==> src/rtl/reg_scoreboard_pkg.sv <==
// Shared definitions for the register scoreboard.
// Provides register index widths, the PC index (never tracked), default
// counter widths and a helper that decodes an enabled register index into
// a one-hot vector over the tracked registers.
package reg_scoreboard_pkg;

  localparam int         REG_IDX_W = 4;
  localparam int         NUM_REGS  = 15;
  localparam logic [3:0] PC_IDX    = 4'd15;
  localparam int         CNT_W     = 2;
  localparam int         STAT_W    = 16;

  // One-hot select over R0..R14; index 15 (PC) decodes to all zeros.
  function automatic logic [NUM_REGS-1:0] reg_onehot(
    input logic                 en,
    input logic [REG_IDX_W-1:0] idx
  );
    logic [NUM_REGS-1:0] vec;
    vec = {NUM_REGS{1'b0}};
    for (int r = 0; r < NUM_REGS; r++) begin
      vec[r] = en && (idx == REG_IDX_W'(r));
    end
    return vec;
  endfunction

endpackage

==> src/rtl/reg_scoreboard_counter.sv <==
// sb_counter: one per-register pending-write counter.
// Ports:
//   clk, rst          clock, asynchronous active-high reset
//   inc               accepted issue targets this register
//   dec_wb, dec_kill  write-back / kill targets this register
//   cnt_q             current pending count
//   cnt_d             next pending count (for registered busy in the top)
//   underflow         a decrement this cycle would have gone below zero
module sb_counter #(
  parameter int CNT_W = 2
) (
  input  logic             clk,
  input  logic             rst,
  input  logic             inc,
  input  logic             dec_wb,
  input  logic             dec_kill,
  output logic [CNT_W-1:0] cnt_q,
  output logic [CNT_W-1:0] cnt_d,
  output logic             underflow
);

  localparam logic [CNT_W-1:0] CNT_MAX = {CNT_W{1'b1}};

  logic [CNT_W:0] up_sum;
  logic [CNT_W:0] dn_sum;
  logic [CNT_W:0] diff;

  // Net update of all coincident events in one step, clamped to [0, CNT_MAX].
  always_comb begin
    up_sum    = {1'b0, cnt_q} + {{CNT_W{1'b0}}, inc};
    dn_sum    = {{CNT_W{1'b0}}, dec_wb} + {{CNT_W{1'b0}}, dec_kill};
    diff      = up_sum - dn_sum;
    underflow = 1'b0;
    if (up_sum < dn_sum) begin
      cnt_d     = {CNT_W{1'b0}};
      underflow = 1'b1;
    end else if (diff > {1'b0, CNT_MAX}) begin
      cnt_d = CNT_MAX;
    end else begin
      cnt_d = diff[CNT_W-1:0];
    end
  end

  // Counter state register.
  always_ff @(posedge clk or posedge rst) begin
    if (rst) begin
      cnt_q <= {CNT_W{1'b0}};
    end else begin
      cnt_q <= cnt_d;
    end
  end

endmodule

==> src/rtl/reg_scoreboard.sv <==
// reg_scoreboard: tracks pending register writes between ID and WB and
// stalls decode on read-after-write hazards or pending-counter overflow.
// Ports:
//   clk, rst                  clock, asynchronous active-high reset
//   issue_*                   instruction presented by ID this cycle
//   wb_en, wb_dest            write-back retiring a pending write
//   kill_en, kill_dest        flushed instruction cancelling its pending write
//   stall                     combinational: hold IF/ID, instruction not accepted
//   busy                      registered: some register has a pending write
//   err                       sticky: decrement of a zero counter seen
//   stall_cycles              saturating count of stalled cycles
module reg_scoreboard
  import reg_scoreboard_pkg::*;
#(
  parameter int CNT_W_P  = CNT_W,
  parameter int STAT_W_P = STAT_W
) (
  input  logic                 clk,
  input  logic                 rst,
  input  logic                 issue_valid,
  input  logic                 issue_wb_en,
  input  logic [3:0]           issue_dest,
  input  logic [3:0]           issue_src_1,
  input  logic [3:0]           issue_src_2,
  input  logic                 issue_two_src,
  input  logic                 wb_en,
  input  logic [3:0]           wb_dest,
  input  logic                 kill_en,
  input  logic [3:0]           kill_dest,
  output logic                 stall,
  output logic                 busy,
  output logic                 err,
  output logic [STAT_W_P-1:0]  stall_cycles
);

  localparam logic [CNT_W_P-1:0] CNT_ONE = CNT_W_P'(1'b1);
  localparam logic [CNT_W_P-1:0] CNT_MX  = {CNT_W_P{1'b1}};

  logic [CNT_W_P-1:0]  cnt_q [NUM_REGS];
  logic [CNT_W_P-1:0]  cnt_d [NUM_REGS];
  logic [NUM_REGS-1:0] wb_hit;
  logic [NUM_REGS-1:0] kill_hit;
  logic [NUM_REGS-1:0] dest_hit;
  logic [NUM_REGS-1:0] inc;
  logic [NUM_REGS-1:0] underflow;
  logic [NUM_REGS-1:0] pend;
  logic [NUM_REGS-1:0] full;
  logic [15:0]         pend_ix;
  logic [15:0]         full_ix;
  logic                accept;

  logic                busy_q, busy_d;
  logic                err_q, err_d;
  logic [STAT_W_P-1:0] stall_cycles_q, stall_cycles_d;

  assign wb_hit   = reg_onehot(wb_en, wb_dest);
  assign kill_hit = reg_onehot(kill_en, kill_dest);
  assign dest_hit = reg_onehot(issue_wb_en, issue_dest);
  assign inc      = accept ? dest_hit : {NUM_REGS{1'b0}};

  genvar r;
  generate
    for (r = 0; r < NUM_REGS; r++) begin : g_reg
      sb_counter #(.CNT_W(CNT_W_P)) u_cnt (
        .clk       (clk),
        .rst       (rst),
        .inc       (inc[r]),
        .dec_wb    (wb_hit[r]),
        .dec_kill  (kill_hit[r]),
        .cnt_q     (cnt_q[r]),
        .cnt_d     (cnt_d[r]),
        .underflow (underflow[r])
      );
      // A same-cycle write-back lands on the negedge write port, so it
      // already satisfies one pending write for readers in this cycle.
      assign pend[r] = (cnt_q[r] != {CNT_W_P{1'b0}}) && !((cnt_q[r] == CNT_ONE) && wb_hit[r]);
      assign full[r] = (cnt_q[r] == CNT_MX) && !wb_hit[r];
    end
  endgenerate

  // Index 15 (PC) is never pending and never full.
  assign pend_ix = {1'b0, pend};
  assign full_ix = {1'b0, full};

  // Hazard detection and acceptance.
  always_comb begin
    stall  = issue_valid &&
             (pend_ix[issue_src_1] ||
              (issue_two_src && pend_ix[issue_src_2]) ||
              (issue_wb_en && full_ix[issue_dest]));
    accept = issue_valid && !stall;
  end

  // Next state for sticky error, busy and stall statistics.
  always_comb begin
    err_d  = err_q | (|underflow);
    busy_d = 1'b0;
    for (int i = 0; i < NUM_REGS; i++) begin
      busy_d = busy_d | (|cnt_d[i]);
    end
    if (stall && (stall_cycles_q != {STAT_W_P{1'b1}})) begin
      stall_cycles_d = stall_cycles_q + {{(STAT_W_P-1){1'b0}}, 1'b1};
    end else begin
      stall_cycles_d = stall_cycles_q;
    end
  end

  // Status registers.
  always_ff @(posedge clk or posedge rst) begin
    if (rst) begin
      busy_q         <= 1'b0;
      err_q          <= 1'b0;
      stall_cycles_q <= {STAT_W_P{1'b0}};
    end else begin
      busy_q         <= busy_d;
      err_q          <= err_d;
      stall_cycles_q <= stall_cycles_d;
    end
  end

  assign busy         = busy_q;
  assign err          = err_q;
  assign stall_cycles = stall_cycles_q;

endmodule
==> config.mk <==
export PLATFORM = sky130hd
export DESIGN_NAME = reg_scoreboard
export DESIGN_NICKNAME = d
export VERILOG_FILES = /design/src/rtl/reg_scoreboard_pkg.sv /design/src/rtl/reg_scoreboard_counter.sv /design/src/rtl/reg_scoreboard.sv
export SDC_FILE = /design/constraint.sdc
export NUM_CORES = 1
export LEC_CHECK = 0
export CAP_MARGIN = 20
export CORE_ASPECT_RATIO = 0.6
export CORE_MARGIN = 10
export CORE_UTILIZATION = 45
export DETAILED_ROUTE_END_ITERATION = 16
export SYNTH_ARGS = -nofsm -noshare
export SYNTH_HDL_FRONTEND = slang
export SYNTH_SLANG_ARGS = --single-unit
==> constraint.sdc <==
create_clock -name clk -period 5.6 [get_ports clk]
set_input_delay 1.12 -clock clk [delete_from_list [all_inputs] [get_ports clk]]
set_output_delay 1.12 -clock clk [all_outputs]
set_load 0.05 [all_outputs]
* Word-level counts from Yosys, hierarchy flattened *
Cells that the tools add are included.
Widths: inputs -> output; s select.

word-level totals
  register bits = 48
  input bits = 27
  word-level logic and storage cells = 399

cells by class
  add/subtract/negate cells = 46
  order comparisons = 33
  equality and inequality tests = 73
  muxes and demuxes = 52
  bitwise gates (word level) = 15
  reductions and logical operators = 162

operators with widths
  operator               number
  $logic_and 1x1->1      95
  $eq 4x4->1 const B     21
  $mux 2                 30
  $eq 4x3->1 const B     12
  $add 2x1->3            15
  $gt 3x2->1 const B     15
  $lt 3x3->1             15
  $sub 3x3->3            15
  $logic_not 1->1        31
  $add 1x1->2            15
  $eq 2x1->1 const B     15
  $eq 2x2->1 const B     15
  $reduce_bool 2->1      15
  $reduce_or 2->1        15
  $eq 4x2->1 const B     6
  $mux 1                 18
  $add 16x1->16 const B  1
  $ne 16x16->1 const B   1
  $lt 4x5->1 const B     3
  $mux 15                1
  $or 1x1->1             15
  $reduce_or 15->1       1
  $bmux 1 s4             3
  $eq 4x1->1 const B     3
  other kinds (2)        5

* Depth between registers and ports, before layout *
Gate-level depths: netlist of run 1.

  depth after elaboration = 34
  depth in mapped cells = 20
  depth with buffers taken out = 19

* Modules after synthesis *
Synthesis of run 1 repeated with hierarchy kept, for this count alone.

unflattened totals
  cells, all modules = 592
  area, all modules = 5366.4 µm²

modules (own cells, without submodules)
  module          times used  cells each  area an instance (µm²)  sequential area each (µm²)
  sb_counter      15          20          212.7                   50.0
  reg_scoreboard  1           292         2175.8                  450.4

* Worst setup path before layout of run 1 *
OpenSTA, ideal clock, no wires.

  path type = in2reg
  start = input wb_dest[1]
  end = register busy_q, in the netlist busy
  setup time = 140 ps
  arrival time = 5030 ps
  setup slack = 430 ps
  stages = 18
  buffers on the path = 1
  cells stage by stage = or3b_1 -> buf_2 -> o31a_1 -> o311a_1 -> o311a_1 -> nor4_4 -> and4_1 -> nand4_1 -> nor2_1 -> ha_1 -> ha_1 -> inv_1 -> fa_1 -> xnor2_1 -> a21oi_1 -> or4_1 -> nor4_1 -> nand4_1

RTL lines
  element                 line                   source
  start: declaration      reg_scoreboard.sv:27   input logic [3:0] wb_dest,
  end signal: assignment  reg_scoreboard.sv:115  busy_q <= busy_d;
  end: declaration        reg_scoreboard.sv:52   logic busy_q, busy_d;

==> summary.md, run 1 <==
| Metric | Value |
|---|---|
| Status | `complete, no violations` |
| Tmin final | `5.27 ns` |
| Startpoint Class | `input port` |
| N_diodes | `0` |
| Logic gate share of total power | `57.1%` |
| Sequential area share after synthesis | `roughly 24%` |
| Setup CP Type | `in -> reg` |
| Vert. Die Dim | `between 100 and 150 microns` |
| Routed via count | `around 5,000` |
| Peak supply drop | `approximately 0.2 mV` |
| Syn Area/Cell | `8.69 sq um` |
| Num ports | `46` |
| H-Tree Depth | `2` |
| Clk Latency, worst-skew pair | `around 0.30 ns` |
| Vias in the first global route | `slightly below 5,000` |
| Final WS setup | `~0.33 ns` |
| Cells after Synth | `roughly 570` |
| Actual slew at the worst max-slew pin | `0.690 ns` |
| Internal power | `1.39 mW` |
| Commonest non-fill, non-tap cell in the layout | `buf_4` |
| Max_cap viols | `0` |
| Min-delay worst type | `reg -> reg` |
| Syn Nets | `a little under 700` |
| DRT iter0 DRCs | `approximately 470` |
| Yosys warnings | `0` |
| Fillcell total | `880` |
| Final Skew | `~0.0065 ns` |
| Root Driver | `clkbuf_16` |
| Commonest non-fill, non-tap cells in the layout | `91 x buf_4, 67 x inv_1, 57 x nor2_1, 52 x ha_1, 48 x dfrtp_1` |
| Hold WS | `about 0.5 ns` |
| FP Rows | `29` |
| Post-synth EDFFs | `0` |
| Clock Sinks | `48` |
| Critical Path End Type | `flop` |
| Clk slew on worst S/H paths | `~0.070 ns` |
| Lkg Pwr | `approximately 3.0 nW` |
| Die area | `between 0.015 and 0.02 sq mm` |
| Clock Path Buffers | `2` |
| Gr usage total | `about 22%` |
| DIE WIDTH | `between 150 and 200 microns` |
| RePlAce Congestion | `0.966` |
| Post-synthesis register bit count | `48` |
| Dpl ws | `-0.406 ns` |
| Area Growth Syn to Fin | `36.4%` |
| DRC Markers | `0` |
| Largest net degree at the start of global routing | `49` |
| Hold_buf cts | `0` |
| DRT antenna net count | `0` |
| Mapped cell area | `approximately 0.005 sq mm` |
| First-pass GRT wire length | `roughly 27,000 microns` |
| Core Footprint | `about 0.011 sq mm` |
| Vias per Instance | `5.82` |
| Layout cells sized above 1 | `25.1%` |
| Cts bufs inserted | `5` |
| Clock group share of total power | `between 15 and 20%` |
| Switching share of power | `between 40% and 50%` |
| PwrDens | `around 380 mW/mm^2` |
| Final Max Tran Viols | `0` |
| Fin crit share | `between 90% and 100%` |
| Critical Path RT | `~5.8 ns` |
| CP arrival | `5.43 ns` |
| CTS tree | `yes` |
| Asr flop ratio synth | `between 90% and 100%` |
| Synth cell types | `between 50 and 60` |
| I/O Buffers | `45` |
| Initial antenna violation count | `1` |
| Router iterations before antenna repair | `5` |
| GRT overflow | `0` |
| Part of the power in registers | `roughly 27%` |
| R2R Setup Slk | `between 0.9 and 1 ns` |
| Worst-path fanout max | `6` |
| WL/cell | `around 21 microns` |
| Top_reg_cell synth | `dfrtp_1` |
| Max Freq | `190 MHz` |
| Final setup vio count | `0` |
| Post-DP HPWL | `about 15,000 microns` |
| Initial Util | `46.6%` |
| Fin nets | `825` |
| Slew HR | `a little over half` |
| P_sw | `roughly 1.2 mW` |
| Final hold vios | `0` |
| Unrepaired setup endpoints after global routing | `no` |
| DRT Wirelength | `approximately 18,000 microns` |
[what timing repair did]
| action | CTS | global route |
|---|---|---|
| pin swaps | 3 | 32 |
| gates resized for setup | 8 | 76 |
| setup endpoints to repair | 1 | 5 |
| setup buffers | 1 | 5 |
[flip-flops by register name, indices dropped and copies added (netlist names)]
signal	flops
busy	1
err	1
g.u_cnt.cnt_q	30
stall_cycles	16
[cell families (layout without fill, tap and decap cells)]
group | Yosys count | in the layout | synth area share (%)
adders and majority gates | 91 | 91 | 27.3
xor gates and xnor gates | 25 | 25 | 4.39
DFF | 48 | 48 | 24.1
buffers and inverters | 79 | 213 | 5.97
muxes | 3 | 3 | 0.727
and+or+nand+nor | 243 | 243 | 25.7
AOI/OAI and AO/OA | 85 | 85 | 11.8
[cell usage after synthesis (4+ instances only)]
cell / count / area share [%]
a21oi_1: 27 / 2.7
a221oi_1: 11 / 1.9
a31oi_1: 6 / 0.75
and3_1: 16 / 2.0
clkbuf_1: 9 / 0.68
dfrtp_1: 48 / 24
fa_1: 30 / 12
ha_1: 61 / 15
inv_1: 68 / 5.1
nand2_1: 40 / 3.0
nand2b_1: 9 / 1.1
nand3_1: 19 / 1.9
nand3b_1: 9 / 1.4
nand4_1: 13 / 1.6
nor2_1: 71 / 5.3
nor2b_1: 7 / 0.88
nor3_1: 12 / 1.2
nor3b_1: 9 / 1.4
nor4_1: 13 / 1.6
o2111ai_1: 7 / 1.2
o21ai_0: 7 / 0.70
o31a_1: 6 / 1.1
or2_2: 6 / 0.75
xnor2_1: 21 / 3.7
xor2_1: 4 / 0.70
[final cells by class]
type                       count  area [sq um]  share of cell area (%)
clock inverter                 3          68.8                    1.01
multi-input combinational    447          3820                    56.2
inverter                      68           255                    3.75
tap                          139           174                    2.56
timing repair buffer         137          1160                    17.0
clock buffer                   5           125                    1.84
sequential                    48          1200                    17.6
[final timing paths]
kind	start	cells after the start	to
max	issue_src_2[0]	19	busy$_DFF_PP0_
min	stall_cycles[7]$_DFFE_PP0P_	1	stall_cycles[7]$_DFFE_PP0P_
max reg2reg	g_reg[2].u_cnt.cnt_q[1]$_DFF_PP0_	18	busy$_DFF_PP0_
min reg2reg	stall_cycles[7]$_DFFE_PP0P_	1	stall_cycles[7]$_DFFE_PP0P_
max in group asynchronous	rst	3	g_reg[9].u_cnt.cnt_q[0]$_DFF_PP0_
min in group asynchronous	rst	3	stall_cycles[0]$_DFFE_PP0P_
[critical path, stage by stage]
cell	delay (ns)
clkdlybuf4s50_1	0.61
nor2b_1	0.13
nand4_1	0.11
nor2_1	0.05
or4_4	0.54
nor4_4	0.25
and4_4	0.34
nand3_4	0.10
buf_6	0.15
nor2_2	0.11
ha_2	0.20
buf_4	0.10
fa_1	0.45
a21oi_2	0.22
a221oi_2	0.08
nor4_2	0.36
nand2_1	0.16
nor4_4	0.23
nand4_1	0.12
[power groups by stage]
stage                     clock network (mW)  logic (mW)  registers [mW]
after floorplan                            0       0.712           0.669
after global placement                     0        1.25           0.682
after detailed placement                   0        1.29           0.682
after CTS                              0.411        1.32           0.676
after global routing                   0.425        1.61           0.704
final                                  0.411        1.47           0.691
[routing by layer]
metal / track usage, % / wire, microns
met5: 0 / 0
met4: 2.75 / 84
met3: 9.18 / 2230
met2: 30.4 / 7000
met1: 32.3 / 8450
[metrics by stage]
step / instances / setup TNS (ns) / cell area, sq um / total power, mW / util [%]
floorplan: 574 / 0 / 4990 / 1.38 / -
global placement: 833 / -0.214 / 6210 / 1.93 / 58.1
detailed placement: 833 / -0.548 / 6210 / 1.97 / 58.1
CTS: 842 / 0 / 6450 / 2.40 / 60.2
global route: 847 / 0 / 6810 / 2.74 / 63.6
finish: 847 / 0 / 6810 / 2.57 / 63.6
Power figures use the tool's default switching activity.
==> run 2, diff against run 1 <==
--- a/config.mk
+++ b/config.mk
@@ -8,8 +8,9 @@
 export CAP_MARGIN = 20
 export CORE_ASPECT_RATIO = 0.6
 export CORE_MARGIN = 10
-export CORE_UTILIZATION = 45
+export CORE_UTILIZATION = 50
 export DETAILED_ROUTE_END_ITERATION = 16
+export PLACE_DENSITY = 0.71
 export SYNTH_ARGS = -nofsm -noshare
 export SYNTH_HDL_FRONTEND = slang
 export SYNTH_SLANG_ARGS = --single-unit
==> run 2 against run 1 <==
First-iteration DRC count up 3.4%. Final area shrank 3.6%. Global-route usage rose by 1.6 points. Clock power about the same. Clock skew shrank 0.0013 ns. Sequential cell count is the same. Fmax decreased by 3.8%. Power fell by 4.5%. Utilization grew 3.3 points. Clock-buffer cell count unchanged. Critical path depth unchanged.
==> summary.md, run 2 (synthesis results as in run 1) <==
| Metric | Value |
|---|---|
| Status | `complete, no violations` |
| DIE WIDTH | `approximately 150 microns` |
| CP startpoint | `issue_two_src` |
| Final hold vios | `0` |
| DRT Wirelength | `around 18,000 microns` |
| Num ports | `46` |
| Final Skew | `about 0.0052 ns` |
| PwrDens | `around 370 mW/mm^2` |
| GRT overflow | `0` |
| Clock Sinks | `48` |
| Fin crit share | `between 90% and 100%` |
| Commonest non-fill, non-tap cells in the layout | `88 x buf_4, 67 x inv_1, 63 x nor2_1, 57 x ha_1, 48 x dfrtp_1` |
| CP max-delay cell | `or4_1` |
| N_diodes | `0` |
| Tot Pwr | `approximately 2.5 mW` |
| Min-delay worst type | `reg -> reg` |
| Slew HR | `approximately two thirds` |
| Router iterations before antenna repair | `7` |
| Commonest non-fill, non-tap cell in the layout | `buf_4` |
| DRT antenna net count | `0` |
| Post-DP HPWL | `14,600 microns` |
| Startpoint Class | `input port` |
| Max Freq | `approximately 180 MHz` |
| Actual slew at the worst max-slew pin | `0.520 ns` |
| Root Driver | `clkbuf_16` |
| Area Growth Syn to Fin | `31.4%` |
| CP Capture Point | `busy$_DFF_PP0_` |
| Vias per Instance | `~6.0` |
| Max_cap viols | `0` |
| Tmin final | `about 5.5 ns` |
| Vias in the first global route | `about 4,900` |
| DRT iter0 DRCs | `490` |
| Ordered cell list for the critical path | `clkdlybuf4s50_1 > nor2b_1 > nor2b_1 > and3_1 > or4_4 > nor4_4 > and4_4 > nand4_1 > buf_4 > nor2_1 > ha_2 > buf_4 > fa_1 > nor3b_1 > nor2_1 > a21oi_1 > or4_1 > nor4_2 > nand4_1` |
| Cts bufs inserted | `5` |
| Peak supply drop | `0.231 mV` |
| Crit path largest cell delay | `between 0.5 and 0.6 ns` |
| Die area | `between 0.01 and 0.015 sq mm` |
| First-pass GRT wire length | `27,100 microns` |
| CTS tree | `yes` |
| Worst r2r src | `g_reg[2].u_cnt.cnt_q[1]$_DFF_PP0_` |
| Critical Path End Type | `flop` |
| Final setup vio count | `0` |
| RePlAce Congestion | `around 1` |
| Setup CP Type | `in -> reg` |
| Fin nets | `between 800 and 900` |
| Initial antenna violation count | `0` |
| R2R depth | `18` |
| Fin cells | `~840` |
| Critical Path RT | `approximately 5.8 ns` |
| RR Endpoint | `busy$_DFF_PP0_` |
| Util after Layout | `between 60% and 70%` |
| Hold_buf cts | `0` |
| R2R Setup Slk | `slightly below 0.8 ns` |
| FP Rows | `28` |
| DRC Markers | `0` |
| Lkg Pwr | `around 3.0 nW` |
| Placed Cells | `a little over 800` |
| HP Start | `stall_cycles[7]$_DFFE_PP0P_` |
| Layout cells sized above 1 | `19.9%` |
| Initial Util | `50.9%` |
| Vert. Die Dim | `approximately 100 microns` |
| Core Footprint | `roughly 0.0098 sq mm` |
| Setup_tns | `0 ns` |
| Clock Path Buffers | `2` |
| CP arrival | `around 5.6 ns` |
| Clk Latency, worst-skew pair | `roughly 0.3 ns` |
| Most flop-heavy register | `g.u_cnt.cnt_q` |
| I/O Buffers | `45` |
| WL/cell | `21.1 microns` |
| Final Max Tran Viols | `0` |
| Gr usage total | `roughly a quarter` |
| H-Tree Depth | `2` |
| Largest net degree at the start of global routing | `between 40 and 50` |
| Clk slew on worst S/H paths | `approximately 0.070 ns` |
| Max reg flops | `30` |
| Worst-path fanout max | `4` |
| Routed via count | `~5,000` |
run 2: per-stage QoR:
stage	setup slack, ns	area (sq um)	hold slack, ns
4_1_cts	0.0187	6390	0.508
5_1_grt	-0.0701	6560	0.523
6_report	0.126	6560	0.505
3_3_place_gp	-0.277	6180	0.473
3_5_place_dp	-0.339	6180	0.499
2_1_floorplan	0.430	4990	0.753
run 2: worst min path at each step:
stage | cells after the start | to
floorplan | 2 | g_reg[11].u_cnt.cnt_q[1]$_DFF_PP0_
global placement | 1 | stall_cycles[11]$_DFFE_PP0P_
detailed placement | 1 | stall_cycles[7]$_DFFE_PP0P_
CTS | 1 | stall_cycles[7]$_DFFE_PP0P_
global route | 1 | stall_cycles[7]$_DFFE_PP0P_
finish | 1 | stall_cycles[7]$_DFFE_PP0P_
run 2: layer usage:
| layer | GRT usage (%) | part of all wire [%] |
|---|---|---|
| met4 | 4.28 | 1.2 |
| met2 | 33.3 | 41 |
| met1 | 34.1 | 46 |
| met3 | 9.02 | 12 |
| met5 | 0 | 0 |
run 2: final cells by class:
cell class / count / area (sq um)
timing repair buffer: 133 / 1140
multi-input combinational: 447 / 3600
fill: 802 / 3250
clock buffer: 5 / 125
tap: 135 / 169
clock inverter: 3 / 68.8
sequential: 48 / 1200
inverter: 68 / 255
run 2: worst max-delay path, delay by kind of cell:
kind / cells / cell delay (ns)
fa+ha+maj: 2 / 0.59
buf+inv: 3 / 0.73
simple gates: 13 / 3.11
compound gates: 1 / 0.09
run 2: where the power goes:
part / internal, mW / switching [mW] / leakage, nW / total, mW
Sequential: 0.471 / 0.225 / 0.615 / 0.696
Clock: 0.258 / 0.151 / 0.0944 / 0.409
Combinational: 0.595 / 0.752 / 2.26 / 1.35
Total: 1.32 / 1.13 / 2.97 / 2.45
run 2: repair_timing:
action / in CTS / in global routing
resized for setup: 3 / 33
pin swaps: 1 / 17
setup buffers: 1 / 4
setup endpoints to repair: 1 / 2
